--- src/rtl/buffer_ram_read_streamer_if.sv ---
// Command, BufferRAM read port and output stream of the read streamer.
// master = command/consumer/RAM side, slave = the streamer itself.
interface buffer_ram_read_streamer_if #(
  parameter int DEPTHAD = 9,
  parameter int WIDTH   = 16
);
  logic               start;
  logic [DEPTHAD-1:0] base;
  logic [DEPTHAD:0]   length;
  logic               abort;
  logic [DEPTHAD-1:0] raddr;
  logic               rd_issue;
  logic [WIDTH-1:0]   rdata;
  logic               out_valid;
  logic               out_ready;
  logic [WIDTH-1:0]   out_data;
  logic               out_last;
  logic               busy;
  logic               done;

  modport master (
    output start, base, length, abort, rdata, out_ready,
    input  raddr, rd_issue, out_valid, out_data, out_last, busy, done
  );

  modport slave (
    input  start, base, length, abort, rdata, out_ready,
    output raddr, rd_issue, out_valid, out_data, out_last, busy, done
  );
endinterface

--- src/rtl/buffer_ram_read_streamer.sv ---
// Streams a (base,length) burst out of a fixed-latency BufferRAM; first word READ_LATENCY+1 cycles after start.
// Reads are issued only while FIFO occupancy plus in-flight reads leaves a free slot, so backpressure never drops data.
module buffer_ram_read_streamer #(
  parameter int DEPTH        = 512,
  parameter int READ_LATENCY = 4,
  parameter int WIDTH        = 16,
  parameter int FIFO_DEPTH   = READ_LATENCY + 1,
  parameter int DEPTHAD      = $clog2(DEPTH)
) (
  input logic                       clk,
  input logic                       rstn,
  buffer_ram_read_streamer_if.slave bus
);
  localparam int PW = (FIFO_DEPTH > 1) ? $clog2(FIFO_DEPTH) : 1;
  localparam int CW = $clog2(FIFO_DEPTH + READ_LATENCY + 2);
  localparam logic [DEPTHAD:0]   LEN_ONE  = 1;
  localparam logic [DEPTHAD-1:0] ADDR_ONE = 1;
  localparam logic [PW-1:0]      PTR_ONE  = 1;

  typedef enum logic [1:0] {IDLE, ISSUE, DRAIN} state_t;

  state_t                  state_q, state_d;
  logic [DEPTHAD-1:0]      addr_q, last_addr_q;
  logic [DEPTHAD:0]        issue_rem_q, pop_rem_q;
  logic [READ_LATENCY-1:0] vld_sr_q;
  logic [CW-1:0]           fifo_cnt_q, inflight_q;
  logic [PW-1:0]           wr_ptr_q, rd_ptr_q;
  logic [WIDTH-1:0]        mem_q [FIFO_DEPTH];
  logic                    zero_pend_q, done_q;

  logic accept, abort_go, push, pop, fifo_nonempty, credit_ok, issue, done_d;

  // Abort outranks a same-cycle start even when idle.
  assign accept        = bus.start && !bus.abort && (state_q == IDLE);
  assign abort_go      = bus.abort && (state_q != IDLE);
  assign push          = vld_sr_q[READ_LATENCY-1];
  assign fifo_nonempty = (fifo_cnt_q != '0);
  assign pop           = fifo_nonempty && bus.out_ready;
  assign credit_ok     = (fifo_cnt_q + inflight_q) < (CW'(FIFO_DEPTH) + CW'(pop));

  always_comb begin
    state_d = state_q;
    issue   = 1'b0;
    done_d  = zero_pend_q;
    case (state_q)
      IDLE: begin
        if (accept && (bus.length != '0)) state_d = ISSUE;
      end
      ISSUE: begin
        issue = credit_ok;
        if (issue && (issue_rem_q == LEN_ONE)) state_d = DRAIN;
      end
      DRAIN: begin
        if ((pop_rem_q == '0) || ((pop_rem_q == LEN_ONE) && pop)) begin
          state_d = IDLE;
          done_d  = 1'b1;
        end
      end
      default: state_d = IDLE;
    endcase
    if (abort_go) begin
      state_d = IDLE;
      issue   = 1'b0;
      done_d  = 1'b1;
    end
  end

  always_ff @(posedge clk) begin
    if (!rstn) begin
      state_q     <= IDLE;
      addr_q      <= '0;
      last_addr_q <= '0;
      issue_rem_q <= '0;
      pop_rem_q   <= '0;
      vld_sr_q    <= '0;
      fifo_cnt_q  <= '0;
      inflight_q  <= '0;
      wr_ptr_q    <= '0;
      rd_ptr_q    <= '0;
      zero_pend_q <= 1'b0;
      done_q      <= 1'b0;
      for (int i = 0; i < FIFO_DEPTH; i++) mem_q[i] <= '0;
    end else begin
      state_q     <= state_d;
      done_q      <= done_d;
      zero_pend_q <= accept && (bus.length == '0);

      if (accept) begin
        addr_q      <= bus.base;
        issue_rem_q <= bus.length;
        pop_rem_q   <= bus.length;
      end
      if (issue) begin
        last_addr_q <= addr_q;
        addr_q      <= (addr_q == DEPTHAD'(DEPTH - 1)) ? '0 : addr_q + ADDR_ONE;
        issue_rem_q <= issue_rem_q - LEN_ONE;
      end
      if (pop) pop_rem_q <= pop_rem_q - LEN_ONE;

      // Valid bits ride alongside the RAM pipeline so the last stage lines up with rdata.
      vld_sr_q[0] <= issue;
      for (int i = 1; i < READ_LATENCY; i++) vld_sr_q[i] <= vld_sr_q[i-1];
      inflight_q <= inflight_q + CW'(issue) - CW'(push);

      if (push) begin
        mem_q[wr_ptr_q] <= bus.rdata;
        wr_ptr_q <= (wr_ptr_q == PW'(FIFO_DEPTH - 1)) ? '0 : wr_ptr_q + PTR_ONE;
      end
      if (pop) rd_ptr_q <= (rd_ptr_q == PW'(FIFO_DEPTH - 1)) ? '0 : rd_ptr_q + PTR_ONE;
      fifo_cnt_q <= fifo_cnt_q + CW'(push) - CW'(pop);

      if (abort_go) begin
        issue_rem_q <= '0;
        pop_rem_q   <= '0;
        vld_sr_q    <= '0;
        inflight_q  <= '0;
        fifo_cnt_q  <= '0;
        wr_ptr_q    <= '0;
        rd_ptr_q    <= '0;
      end
    end
  end

  assign bus.raddr     = issue ? addr_q : last_addr_q;
  assign bus.rd_issue  = issue;
  assign bus.out_valid = fifo_nonempty;
  assign bus.out_data  = mem_q[rd_ptr_q];
  assign bus.out_last  = fifo_nonempty && (pop_rem_q == LEN_ONE);
  assign bus.busy      = (state_q != IDLE);
  assign bus.done      = done_q;
endmodule

--- src/flat_wrapper.sv ---
// flat-port wrapper written by rule: the top's interface ports become plain ports
module buffer_ram_read_streamer_flat 
#(
  parameter int DEPTH        = 512,
  parameter int READ_LATENCY = 4,
  parameter int WIDTH        = 16,
  parameter int FIFO_DEPTH   = READ_LATENCY + 1,
  parameter int DEPTHAD      = $clog2(DEPTH)
)
  (clk, rstn, bus_start, bus_base, bus_length, bus_abort, bus_rdata, bus_out_ready, bus_raddr, bus_rd_issue, bus_out_valid, bus_out_data, bus_out_last, bus_busy, bus_done);
  buffer_ram_read_streamer_if #(.DEPTHAD(DEPTHAD), .WIDTH(WIDTH)) bus_i ();
  input logic clk;
  input logic rstn;
  input wire logic [$bits(bus_i.start)-1:0] bus_start;
  input wire logic [$bits(bus_i.base)-1:0] bus_base;
  input wire logic [$bits(bus_i.length)-1:0] bus_length;
  input wire logic [$bits(bus_i.abort)-1:0] bus_abort;
  input wire logic [$bits(bus_i.rdata)-1:0] bus_rdata;
  input wire logic [$bits(bus_i.out_ready)-1:0] bus_out_ready;
  output wire logic [$bits(bus_i.raddr)-1:0] bus_raddr;
  output wire logic [$bits(bus_i.rd_issue)-1:0] bus_rd_issue;
  output wire logic [$bits(bus_i.out_valid)-1:0] bus_out_valid;
  output wire logic [$bits(bus_i.out_data)-1:0] bus_out_data;
  output wire logic [$bits(bus_i.out_last)-1:0] bus_out_last;
  output wire logic [$bits(bus_i.busy)-1:0] bus_busy;
  output wire logic [$bits(bus_i.done)-1:0] bus_done;
  assign bus_i.start = bus_start;
  assign bus_i.base = bus_base;
  assign bus_i.length = bus_length;
  assign bus_i.abort = bus_abort;
  assign bus_i.rdata = bus_rdata;
  assign bus_i.out_ready = bus_out_ready;
  assign bus_raddr = bus_i.raddr;
  assign bus_rd_issue = bus_i.rd_issue;
  assign bus_out_valid = bus_i.out_valid;
  assign bus_out_data = bus_i.out_data;
  assign bus_out_last = bus_i.out_last;
  assign bus_busy = bus_i.busy;
  assign bus_done = bus_i.done;
  buffer_ram_read_streamer #(.DEPTH(DEPTH), .READ_LATENCY(READ_LATENCY), .WIDTH(WIDTH), .FIFO_DEPTH(FIFO_DEPTH), .DEPTHAD(DEPTHAD)) u_core (.clk(clk), .rstn(rstn), .bus(bus_i));
endmodule
--- config.mk ---
export PLATFORM = sky130hd
export DESIGN_NAME = buffer_ram_read_streamer_flat
export DESIGN_NICKNAME = d
export VERILOG_FILES = /design/src/rtl/buffer_ram_read_streamer_if.sv /design/src/rtl/buffer_ram_read_streamer.sv /design/src/flat_wrapper.sv
export SDC_FILE = /design/constraint.sdc
export NUM_CORES = 1
export LEC_CHECK = 0
export ABC_AREA = 1
export CORE_UTILIZATION = 45
export CTS_CLUSTER_SIZE = 25
export DETAILED_ROUTE_END_ITERATION = 10
export PLACE_DENSITY = 0.74
export SYNTH_ARGS = -nofsm -noshare
export SYNTH_HDL_FRONTEND = slang
export SYNTH_SLANG_ARGS = --single-unit
export TNS_END_PERCENT = 50
--- constraint.sdc ---
create_clock -name clk -period 10 [get_ports clk]
set_clock_uncertainty 0.2 [all_clocks]
set_input_delay 1.5 -clock clk [delete_from_list [all_inputs] [get_ports clk]]
set_output_delay 1.5 -clock clk [all_outputs]
set_load 0.005 [all_outputs]
==> metrics.yaml, run 1 <==
cts:
  clkLatencyLatePin_ns: 0.44
  cts_root_buf: "clkbuf_16"
  numCtsBuffers: 17
  path_clk_slew_ns: 0.06
  cts_hold_buf: 0
  cts_tree: "yes"
  h-tree-depth: 4
  cts_buffer_depth: 2
  clkSinkCount: 191
  cts_resized: 0
  postCtsSetupBuffers: 0
timing:
  min_period_ns: 6.184
  tightest_slew_ns: 1.142
  setup_viol: 0
  tns_ns: 0
  whs_ns: 0.2100
  slew_violations: 0
  rsz0062_at_grt: "no"
  slew_headroom: 0.2380
  max_freq_ghz: 0.1617
  finalHoldViolations: 0
  timing.final.crit_share: 0.6184
synthesis:
  ys_warn_count: 0
  syn-num-nets: 1074
  synth-seq-area-share: 0.5694
  synthCells: 1009
  synth.distinct_cells: 37
  syn-cell-area_um2: 8966
  ys_ff_latch: 191
  synth_area_per_cell_um2: 8.886
place:
  gp_congestion: 0.8971
  hpwlAfterDp_um: 12860
  io_buffers: 69
  dpl-instance-area_um2: 9871
routing:
  antenna_left: 0
  dr.pass1.iters: 5
  totalWireLength_um: 20930
  vias: 7109
  drc: 0
  wl_per_cell_um: 15.67
  drt_first_iter_violations: 563
  viasPerCell: 5.321
setup_path:
  cpLargestDelayFamily: "buffers and inverters"
  r2r_setup_slack_ns: 6.24
  crit_start: "bus_out_ready"
  r2r_start: "u_core.fifo_cnt_q[3]"
  arrival_ns: 4.48
  crit_required_ns: 8.30
  ff2ff_path_depth: 15
  endpoint_kind: "primary output"
  cp-start-kind: "input pin"
  cpPeakStageDelay_ns: 0.47
  slowest_stage: "clkdlybuf4s50_1"
  path_cells: "clkdlybuf4s50_1, nand2_2, ha_1, nand2_1, nand2_1, nand2_2, nand3_1, buf_4, o21ai_0, inv_1, clkdlybuf4s50_1"
  critical_path_class: "input pin to primary output"
  path_max_fanout: 24
  cp.buffers_inverters: 4
  r2r-end: "u_core.inflight_q[2]"
grt:
  grt_usage: 0.2094
  grt-ovfl-total: 0
  antenna_found_initial: 0
  grt_pass1_vias: 6676
  grt_max_degree: 66
  grt_pass1_wl_um: 32860
floorplan:
  num_rows: 51
  die_h_um: 143.2
  start_util: 0.4592
  dieArea_um2: 20490
  core-area_um2: 19530
  fp.dieW_um: 143.2
  io_pins: 70
status:
  outcome: "finished, final reports clean"
finish:
  n_antenna_cell: 0
  syn_to_final_growth_pct: 17.01
  final_nets: 1123
  final_area_um2: 10490
  drive_above_1_share: 0.04575
  post-route-util: 0.5373
flow_run:
  maxCapViolCount: 0
power_and_ir_drop:
  p_leak_nw: 4.237
  power.density_nw_per_um2: 221.5
  peakVddDrop_v: 0.0001241
min_path:
  min_from: "u_core.vld_sr_q[1]"
  min_path_cells: 2
  hold_end: "u_core.vld_sr_q[2]"
  holdCritPathClass: "register to register"
==> state kept, by name, summed over array words and instances, names as in the netlist, named ones only <==
signal,cells
u_core.mem_q,128
u_core.issue_rem_q,10
u_core.pop_rem_q,10
u_core.addr_q,9
u_core.last_addr_q,9
u_core.fifo_cnt_q,4
u_core.inflight_q,4
u_core.vld_sr_q,4
u_core.rd_ptr_q,3
u_core.wr_ptr_q,3
u_core.state_q,2
u_core.bus.done,1
u_core.zero_pend_q,1
==> cell usage after synthesis (all sizes together) <==
| cell | number | area [um^2] |
|---|---|---|
| fa | 3 | 60.06 |
| o21ai | 89 | 445.4 |
| o22ai | 16 | 100.1 |
| a311oi | 1 | 8.760 |
| a211oi | 8 | 60.06 |
| o21bai | 1 | 7.510 |
| nand2 | 118 | 447.9 |
| nand3b | 2 | 15.01 |
| clkinv | 2 | 7.510 |
| nor3 | 9 | 45.04 |
| xnor2 | 5 | 51.30 |
| nand4 | 19 | 118.9 |
| inv | 95 | 356.6 |
| edfxtp | 128 | 3844 |
| dfxtp | 63 | 1261 |
| nand3 | 36 | 180.2 |
| a21o | 1 | 7.510 |
| o211a | 1 | 10.01 |
| ha | 22 | 275.3 |
| o211ai | 2 | 15.01 |
| or2 | 1 | 6.260 |
| and3 | 1 | 6.260 |
| nor2 | 264 | 991.0 |
| a21oi | 41 | 205.2 |
| a31oi | 18 | 112.6 |
| nor3b | 1 | 7.510 |
| buf | 7 | 46.29 |
| nor4 | 2 | 12.51 |
| xor2 | 11 | 103.9 |
| clkbuf | 42 | 157.7 |
==> worst max-delay path by stage <==
| stage | to | cells after the start | slack, ns |
|---|---|---|---|
| 2_1_floorplan | bus_raddr[6] | 11 | 5.33 |
| 3_3_place_gp | bus_raddr[5] | 11 | 3.88 |
| 3_5_place_dp | bus_raddr[5] | 11 | 3.81 |
| 4_1_cts | bus_raddr[5] | 11 | 3.81 |
| 5_1_grt | bus_raddr[2] | 11 | 3.50 |
| 6_report | bus_raddr[5] | 11 | 3.82 |
==> logic make-up (layout without fill, tap and decap cells) <==
family                   count (synthesis)  count (layout)  synth area share
flip-flops                             191             191            0.5694
AO/OA/AOI/OAI                          178             178            0.1084
XOR/XNOR                                16              16           0.01730
buffers and inverters                  146             208           0.06335
AND/OR/NAND/NOR                        453             453            0.2042
adder cells (fa/ha/maj)                 25              25           0.03740
==> placed cells by master, fill, tap and decap left out, drive strengths merged <==
| cell | instances |
|---|---|
| xor2 | 11 |
| a21oi | 41 |
| nor3b | 1 |
| o211a | 1 |
| nand4 | 19 |
| and3 | 1 |
| o211ai | 2 |
| nor2 | 264 |
| xnor2 | 5 |
| ha | 22 |
| o22ai | 16 |
| clkbuf | 17 |
| edfxtp | 128 |
| clkinvlp | 1 |
| clkinv | 6 |
| nor4 | 2 |
| o21ai | 89 |
| dfxtp | 63 |
| fa | 3 |
| inv | 103 |
| bufinv | 2 |
| nand3 | 36 |
| a31oi | 18 |
| nand3b | 2 |
| or2 | 1 |
| nand2 | 118 |
| buf | 10 |
| a311oi | 1 |
| o21bai | 1 |
| nor3 | 9 |
| a21o | 1 |
| clkdlybuf4s50 | 69 |
| a211oi | 8 |
==> area by class of cell <==
class                      instances  area [um^2]
fill                            1762         9035
sequential                       191         5106
clock buffer                      17        425.4
clock inverter                    15        195.2
tap                              265        331.6
multi-input combinational        672         3303
timing repair buffer              79        765.7
inverter                          97        364.1
==> power breakdown <==
part           internal, mW  switching (mW)
sequential            0.892          0.0372
combinational         0.273           0.410
clock                 0.383           0.328
==> metal layers <==
layer  global-route usage  vias up  wire length [um]
met5                    0        -                 0
met4              0.09621        0               608
met3              0.03622       44              1443
met2               0.3484      260             10060
met1               0.2657     3321              8812
li1                     -     3484                 -
==> worst register-to-register path: stages, from the launching register on <==
cell and delay [ns]:
dfxtp_1 0.37, inv_1 0.06, ha_1 0.19, nand2_1 0.11
nand2_2 0.27, ha_1 0.39, nand2_1 0.06, nand2_1 0.06
nand2_2 0.27, nand3_1 0.37, ha_1 0.44, inv_1 0.04
ha_1 0.20, fa_1 0.40, xnor2_1 0.16, nor2_1 0.07
==> through the flow <==
step / power (mW) / cells / setup WS [ns]
finish: 2.324 / 1336 / 3.816
global route: 2.452 / 1336 / 3.500
CTS: 2.328 / 1336 / 3.805
detailed placement: 1.623 / 1304 / 3.811
global placement: 1.605 / 1304 / 3.878
floorplan: 1.388 / 1009 / 5.332
Note: power is estimated with default switching activity, not from simulation.
==> run 2, diff against run 1 <==
==> constraint.sdc (replaced) <==
create_clock -name clk -period 6.41 [get_ports clk]
set_clock_uncertainty 0.2 [all_clocks]
set_input_delay 0.9615 -clock clk [delete_from_list [all_inputs] [get_ports clk]]
set_output_delay 0.9615 -clock clk [all_outputs]
set_load 0.005 [all_outputs]
==> run 2 against run 1 <==
  * Die area stayed put
  * Flip-flop and latch count stayed put
  * Combinational power is 54% higher
  * Setup slack worse by 2.6 ns
  * Sequential share of layout area is 0.11 points lower
  * First-iteration DRC count is 3.2% lower
  * Non-clock buffer count is 2 higher
  * Wire length is 3.3% higher
  * Critical path type unchanged
  * Critical endpoint unchanged
==> metrics.yaml, run 2 (synthesized netlist as in run 1, its figures left out) <==
place:
  pre_cts_slack_ns: 1.203
  io_buffers: 69
  gp_congestion: 0.8315
  hpwlAfterDp_um: 13200
routing:
  viasPerCell: 5.354
  antenna_left: 0
  vias: 7163
  drt_first_iter_violations: 545
  totalWireLength_um: 21620
  dr.pass1.iters: 5
  drc: 0
  wl_per_cell_um: 16.16
grt:
  grt_max_degree: 44
  grt-ovfl-total: 0
  antenna_found_initial: 0
  grt_pass1_wl_um: 34260
  grt_usage: 0.2202
  grt_pass1_vias: 6906
setup_path:
  arrival_ns: 4.06
  path_max_fanout: 34
  cpLargestDelayFamily: "buffers and inverters"
  path_cells: "clkdlybuf4s50_1, nand2_2, ha_1, nand2_1, nand2_1, nand2_2, nand3_1, buf_12, o21ai_0, inv_1, clkdlybuf4s50_1"
  cpPeakStageDelay_ns: 0.47
  ff2ff_path_depth: 15
  r2r-end: "u_core.inflight_q[2]"
  endpoint_kind: "primary output"
  critical_path_class: "input pin to primary output"
  cp.buffers_inverters: 4
  cp-start-kind: "input pin"
  r2r_setup_slack_ns: 2.51
  r2r_start: "u_core.fifo_cnt_q[3]"
  slowest_stage: "clkdlybuf4s50_1"
  crit_required_ns: 5.25
finish:
  n_antenna_cell: 0
  final_nets: 1125
  final_cell_mix: "nor2_1, edfxtp_1, nand2_1"
  drive_above_1_share: 0.04846
  reg_top3: "u_core.mem_q x128, u_core.issue_rem_q x10, u_core.pop_rem_q x10"
  syn_to_final_growth_pct: 17.28
  largest_reg_flops: 128
  top_register: "u_core.mem_q"
  final_common_cell: "nor2_1"
timing:
  finalHoldViolations: 0
  slew_headroom: 0.3160
  tns_ns: 0
  tightest_slew_ns: 1.026
  min_period_ns: 5.223
  slew_violations: 0
  rsz0062_at_grt: "no"
  timing.final.crit_share: 0.8149
  max_freq_ghz: 0.1914
  setup_viol: 0
  setup_ws_ns: 1.187
power_and_ir_drop:
  p_leak_nw: 4.249
  fin_total_pwr_mw: 3.624
  peakVddDrop_v: 0.0002172
  power.density_nw_per_um2: 344.6
cts:
  h-tree-depth: 4
  clkLatencyLatePin_ns: 0.44
  numCtsBuffers: 17
  clkSinkCount: 191
  cts_buffer_depth: 2
  path_clk_slew_ns: 0.07
  cts_tree: "yes"
  cts_root_buf: "clkbuf_16"
  cts_hold_buf: 0
  cts_resized: 0
  postCtsSetupBuffers: 0
flow_run:
  maxCapViolCount: 0
min_path:
  min_from: "u_core.vld_sr_q[1]"
  hold_end: "u_core.vld_sr_q[2]"
  holdCritPathClass: "register to register"
  min_path_cells: 2
floorplan:
  fp.dieW_um: 143.2
  die_h_um: 143.2
  core-area_um2: 19530
  io_pins: 70
  num_rows: 51
  dieArea_um2: 20490
  start_util: 0.4592
status:
  outcome: "finished, final reports clean"
-- run 2: cell types whose count changed in the layout (fill, tap and decap cells not counted) --
cell / delta
clkinv_8: +2
bufinv_16: -1
clkinv_1: -1
clkinv_4: +2
buf_12: +1
buf_4: +1
inv_8: -1
inv_6: -1
-- run 2: power breakdown --
group	internal (mW)	switching [mW]	leakage [nW]	total, mW
clock network	0.564	0.530	0.297	1.09
logic	0.433	0.620	2.18	1.05
registers	1.39	0.0849	1.77	1.48
total	2.39	1.24	4.25	3.62
-- run 2: cell type report --
type                       count  area [um^2]
sequential                   191         5106
inverter                      97        364.1
clock buffer                  17        425.4
timing repair buffer          81        793.3
clock inverter                15        191.4
tap                          265        331.6
multi-input combinational    672         3303
fill                        1725         9011
-- run 2: worst max-delay path by stage --
stage,startpoint,to,cells past startpoint,slack [ns]
floorplan,bus_out_ready,u_core.inflight_q[2],15,2.75
global placement,bus_out_ready,bus_raddr[2],11,1.28
detailed placement,bus_out_ready,bus_raddr[2],11,1.20
CTS,bus_out_ready,bus_raddr[2],11,1.20
global route,bus_out_ready,bus_raddr[2],11,0.82
finish,bus_out_ready,bus_raddr[5],11,1.19
-- run 2: stage by stage --
stage,cells,area [um^2],util,hold WS [ns]
floorplan,1009,8966,-,0.1936
global placement,1306,9898,0.5069,0.1961
detailed placement,1306,9898,0.5069,0.2012
CTS,1338,10520,0.5385,0.2146
global route,1338,10520,0.5385,0.2254
finish,1338,10520,0.5385,0.2104
-- run 2: routing by layer --
metal / wire length [um] / part of all wire / GRT usage
met5: 0 / 0 / 0
met4: 530 / 0.025 / 0.09564
met1: 9291 / 0.43 / 0.2727
met2: 10580 / 0.49 / 0.3738
met3: 1211 / 0.056 / 0.04192
-- run 2: worst reg2reg max path, delay by kind of cell, from the launching register on --
kind / cells / cell delay (ns)
XOR/XNOR: 1 / 0.17
adder cells (fa/ha/maj): 5 / 1.64
buffers and inverters: 2 / 0.10
flip-flops: 1 / 0.40
AND/OR/NAND/NOR: 7 / 1.28
==> run 3, diff against run 2 <==
--- a/config.mk
+++ b/config.mk
@@ -9,7 +9,7 @@
 export CORE_UTILIZATION = 45
 export CTS_CLUSTER_SIZE = 25
 export DETAILED_ROUTE_END_ITERATION = 10
-export PLACE_DENSITY = 0.74
+export PLACE_DENSITY = 0.77
 export SYNTH_ARGS = -nofsm -noshare
 export SYNTH_HDL_FRONTEND = slang
 export SYNTH_SLANG_ARGS = --single-unit
==> constraint.sdc (replaced) <==
create_clock -name clk -period 4.35 [get_ports clk]
set_clock_uncertainty 0.2 [all_clocks]
set_input_delay 0.6525 -clock clk [delete_from_list [all_inputs] [get_ports clk]]
set_output_delay 0.6525 -clock clk [all_outputs]
set_load 0.005 [all_outputs]
==> run 3 against run 2 <==
  * Cell count rose by 0.75%
  * Flip-flop and latch count is the same
  * Register-to-register slack lost 1.5 ns
  * Critical path type is now register to primary output
  * Non-clock buffer count rose by 11
  * Count of clock-buffer cells in the layout unchanged
  * Worst hold slack better by 0.00091 ns
  * Wire length fell by 3.3%
  * Core utilization up 0.22 points
  * Final area up 0.42%
  * Critical path depth unchanged
==> metrics.yaml, run 3 (synthesized netlist as in run 1, its figures left out) <==
cts:
  cts_resized: 0
  clkSinkCount: 191
  path_clk_slew_ns: 0.07
  cts_buffer_depth: 2
  numCtsBuffers: 17
  cts_root_buf: "clkbuf_16"
  cts_tree: "yes"
  h-tree-depth: 4
  clkLatencyLatePin_ns: 0.43
  cts_hold_buf: 0
  postCtsSetupBuffers: 0
grt:
  antenna_found_initial: 0
  grt_usage: 0.2130
  grt_max_degree: 65
  grt-ovfl-total: 0
  grt_pass1_wl_um: 33340
  grt_pass1_vias: 6754
status:
  outcome: "finished, final reports clean"
floorplan:
  core-area_um2: 19530
  fp.dieW_um: 143.2
  num_rows: 51
  die_h_um: 143.2
  start_util: 0.4592
  dieArea_um2: 20490
  io_pins: 70
routing:
  vias: 7193
  drt_first_iter_violations: 517
  dr.pass1.iters: 4
  viasPerCell: 5.336
  drc: 0
  totalWireLength_um: 20910
  wl_per_cell_um: 15.51
  antenna_left: 0
timing:
  max_freq_ghz: 0.2524
  tns_ns: 0
  slew_violations: 0
  tightest_slew_ns: 0.8933
  timing.final.crit_share: 0.9109
  min_period_ns: 3.963
  rsz0062_at_grt: "no"
  finalHoldViolations: 0
  setup_viol: 0
  slew_headroom: 0.4030
power_and_ir_drop:
  p_sw_mw: 1.765
  intPower_mw: 3.512
  sw_frac_of_total: 0.3345
  p_leak_nw: 4.282
  power_frac_seq: 0.405
  clockPowerShare: 0.293
  power.density_nw_per_um2: 499.8
  fin_total_pwr_mw: 5.277
  peakVddDrop_v: 0.0003047
  comb_power_share: 0.302
flow_run:
  maxCapViolCount: 0
place:
  hpwlAfterDp_um: 12980
  gp_congestion: 0.8947
  io_buffers: 69
min_path:
  hold_end: "u_core.vld_sr_q[3]"
  holdCritPathClass: "register to register"
  min_path_cells: 2
  min_from: "u_core.vld_sr_q[2]"
finish:
  syn_to_final_growth_pct: 17.76
  final_nets: 1136
  top_register: "u_core.mem_q"
  largest_reg_flops: 128
  drive_above_1_share: 0.05633
  final_cell_mix: "nor2_1, edfxtp_1, nand2_1"
  final_common_cell: "nor2_1"
  n_antenna_cell: 0
  reg_top3: "u_core.mem_q x128, u_core.issue_rem_q x10, u_core.pop_rem_q x10"
setup_path:
  endpoint_kind: "primary output"
  cp-start-kind: "register"
  cpPeakStageDelay_ns: 0.45
  arrival_ns: 3.11
  path_max_fanout: 38
  crit_required_ns: 3.50
  r2r-end: "u_core.inflight_q[2]"
  r2r_setup_slack_ns: 1.02
  slowest_stage: "fa_1"
  path_cells: "ha_1, fa_1, ha_1, nand2_1, nand2_1, nand2_2, nand3_1, buf_12, o21ai_0, inv_1, clkdlybuf4s50_1"
  critical_path_class: "register to primary output"
  r2r_start: "u_core.inflight_q[0]"
  ff2ff_path_depth: 14
==> run 3: how the worst max path moves through the flow <==
stage                                 endpoint                  from  depth (start not counted)
after floorplan           u_core.inflight_q[2]         bus_out_ready                         15
after global placement            bus_raddr[2]         bus_out_ready                         11
after detailed placement          bus_raddr[2]         bus_out_ready                         12
after CTS                         bus_raddr[2]  u_core.inflight_q[0]                         11
after global routing              bus_raddr[3]  u_core.fifo_cnt_q[0]                         11
final                             bus_raddr[3]  u_core.inflight_q[0]                         11
==> run 3: per-layer routing <==
metal	part of all wire	vias to the layer above	global-route usage
met1	0.42	3396	0.2696
met3	0.068	31	0.04192
li1	-	3497	-
met5	0	-	0
met4	0.021	0	0.07414
met2	0.49	269	0.3620
==> run 3: layout make-up <==
type | instances | area [um^2]
tap | 265 | 331.6
multi-input combinational | 672 | 3303
clock inverter | 14 | 152.6
sequential | 191 | 5106
inverter | 97 | 364.1
clock buffer | 17 | 425.4
fill | 1766 | 8967
timing repair buffer | 92 | 875.8
==> run 3: stage by stage <==
stage / worst slack, ns / hold slack [ns] / instances / cell area [um^2] / utilization
global route: 0.1431 / 0.2243 / 1348 / 10560 / 0.5408
CTS: 0.3687 / 0.2141 / 1348 / 10560 / 0.5408
finish: 0.3875 / 0.2113 / 1348 / 10560 / 0.5408
detailed placement: 0.5753 / 0.2034 / 1317 / 9981 / 0.5112
floorplan: 1.003 / 0.1936 / 1009 / 8966 / -
global placement: 0.6346 / 0.1954 / 1317 / 9981 / 0.5112
==> run 3: power groups by stage <==
stage	clock network, mW	registers, mW	logic, mW
2_1_floorplan	0	2.16	1.04
3_3_place_gp	0	2.17	1.55
3_5_place_dp	0	2.18	1.59
4_1_cts	1.56	2.14	1.60
5_1_grt	1.65	2.15	1.80
6_report	1.55	2.14	1.59
==> run 3: critical path: cells and delay by family (launching register included) <==
family                     cells  cell delay (ns)
adders and majority gates      3             0.95
buffers and inverters          3             0.78
DFF                            1             0.32
and+or+nand+nor                4             0.40
AOI/OAI and AO/OA              1             0.22
==> RTL edit: new RTL, config.mk and constraints of run 3 <==
`WIDTH` is set to 16 in 3 places; all go to 32.
--- a/src/rtl/buffer_ram_read_streamer_if.sv
+++ b/src/rtl/buffer_ram_read_streamer_if.sv
@@ -4,3 +4,3 @@
   parameter int DEPTHAD = 9,
-  parameter int WIDTH   = 16
+  parameter int WIDTH   = 32
 );
--- a/src/rtl/buffer_ram_read_streamer.sv
+++ b/src/rtl/buffer_ram_read_streamer.sv
@@ -5,3 +5,3 @@
   parameter int READ_LATENCY = 4,
-  parameter int WIDTH        = 16,
+  parameter int WIDTH        = 32,
   parameter int FIFO_DEPTH   = READ_LATENCY + 1,
--- a/src/flat_wrapper.sv
+++ b/src/flat_wrapper.sv
@@ -5,3 +5,3 @@
   parameter int READ_LATENCY = 4,
-  parameter int WIDTH        = 16,
+  parameter int WIDTH        = 32,
   parameter int FIFO_DEPTH   = READ_LATENCY + 1,
Ports: changed (resized bus_out_data and bus_rdata); port bits go from 70 to 102. The function was not compared with the original's and may differ.
==> RTL edit against run 3 <==
Global-route usage up 0.40 points; area after synthesis up 60%; power up 63%; sequential power up 67%; sequential cell count up 128; die area up 59%; worst hold slack worse by 13 ps; count of clock-buffer cells in the layout up 28; routed wire length up 69%; worst setup slack worse by 140 ps; cell area up 60%; largest cell class unchanged.
==> RTL edit: results (changes against run 3) <==
- Crit path max fanout: 44 (was 38)
- Int Pwr: 6.002 mW (was 3.512 mW)
- Warnings, synthesis: 0 (unchanged)
- Clk_lat worst skew: 510 ps (was 430 ps)
- Router iterations before antenna repair: 6 (was 4)
- Pin count of the biggest net entering global routing: 75 (was 65)
- # port buffers: 101 (was 69)
- Synth cell count leaders: nor2_1, edfxtp_1, o21ai_0, inv_1, nand2_1 (was nor2_1, edfxtp_1, nand2_1, inv_1, o21ai_0)
- Detailed-route wire length: 35,400 um (was 20,910 um)
- CTS root buf: clkbuf_16 (unchanged)
- Seq/Total Area, Yosys: 0.6244 (was 0.5694)
- Share of cells above drive strength 1: 0.05985 (was 0.05633)
- Vias in the first global route: 10,880 (was 6,754)
- Status: finished clean (unchanged)
- Num CTS Buffers: 35 (was 17)
- Placed cell area: 15,810 um2 (was 9981 um2)
- Placement Setup Slack: 542.7 ps (was 575.3 ps)
- Initial DRC count: 1,131 (was 517)
- Max IR drop VDD: 0.2651 mV (was 0.3047 mV)
- Nets: 1,660 (was 1,136)
- Library cells used by synthesis: 42 (was 37)
- XOR/XNOR Fraction of Synth Area: 0.009603 (was 0.01730)
- RePlAce Congestion: 0.8530 (was 0.8947)
- Leakage: 6.625 nW (was 4.282 nW)
- Total track usage: 0.2170 (was 0.2130)
- Arr. time, crit path: 3250 ps (was 3110 ps)
- Global-route wire length before repair: 56,350 um (was 33,340 um)
- Fraction of registers with async set/reset: 0 (unchanged)
- Post CTS Setup Buffer Count: 0 (unchanged)
- Post-synth EDFFs: 256 (was 128)
- Antenna violations before repair: 1 (was 0)
- Top Registers: u_core.mem_q (256), u_core.issue_rem_q (10), u_core.pop_rem_q (10) (was u_core.mem_q (128), u_core.issue_rem_q (10), u_core.pop_rem_q (10))
- Post-synthesis compound-gate area fraction: 0.1056 (was 0.1084)
- Top cells by area, synth: edfxtp_1, nor2_1, dfxtp_1 (was edfxtp_1, dfxtp_1, nor2_1)
- Syn Nets: 1,572 (was 1,074)
- Slew HR: 0.3902 (was 0.4030)
- Deepest clock path buffer count: 3 (was 2)
- Synth Area in Adders: 0.02340 (was 0.03740)
- HP Class: reg2reg (unchanged)
- Hpwl dp: 20,940 um (was 12,980 um)
- Routed vias/inst: 5.452 (was 5.336)
- H-tree levels: 2 (was 4)
[RTL edit: cell type report]
cell class              instances  area [um2]
fillers                      2614       14080
clock inverters                17       150.1
inverters                     118       442.9
repair buffers                135        1316
well taps                     396       495.5
clock buffers                  45       944.7
flip-flops and latches        319        8954
multi-input cells             970        4606
[RTL edit: per-layer routing]
layer | up-vias | global-route usage | routed length [um]
li1 | 5224 | - | -
met1 | 5248 | 0.2766 | 14710
met2 | 359 | 0.3780 | 17830
met3 | 70 | 0.03173 | 2078
met4 | 2 | 0.07385 | 759
met5 | - | 0 | 11
[RTL edit: worst max-delay path: stages, from the launching register on]
cell and delay, ps:
dfxtp_1 330, ha_1 220, fa_1 440, ha_1 280, nand2_1 70, nand2_1 60, nand2_2 80, nand3_4 380
o21ai_1 360, inv_1 70, clkdlybuf4s50_1 450
[RTL edit: path summary, 6_finish.rpt]
kind                         from  slack [ps]              endpoint  cells after the start
max          u_core.inflight_q[0]         250          bus_raddr[5]                     10
min            u_core.vld_sr_q[0]         200    u_core.vld_sr_q[1]                      2
min reg2reg    u_core.vld_sr_q[0]         200    u_core.vld_sr_q[1]                      2
max reg2reg  u_core.inflight_q[0]         860  u_core.inflight_q[2]                     13
[RTL edit: power groups by stage]
stage          registers [mW]  clock network, mW  logic [mW]
3_5_place_dp             3.63                  0        2.18
5_1_grt                  3.59               3.02        2.44
6_report                 3.57               2.85        2.20
4_1_cts                  3.57               2.89        2.19
2_1_floorplan            3.56                  0        1.37
3_3_place_gp             3.62                  0        2.12
[RTL edit: metrics by stage]
stage,cells,hold slack [ps],utilization
finish,2000,198.0,0.5456
global route,2000,216.2,0.5456
CTS,2000,199.3,0.5456
detailed placement,1938,198.9,0.5103
global placement,1938,195.4,0.5103
floorplan,1491,193.6,-
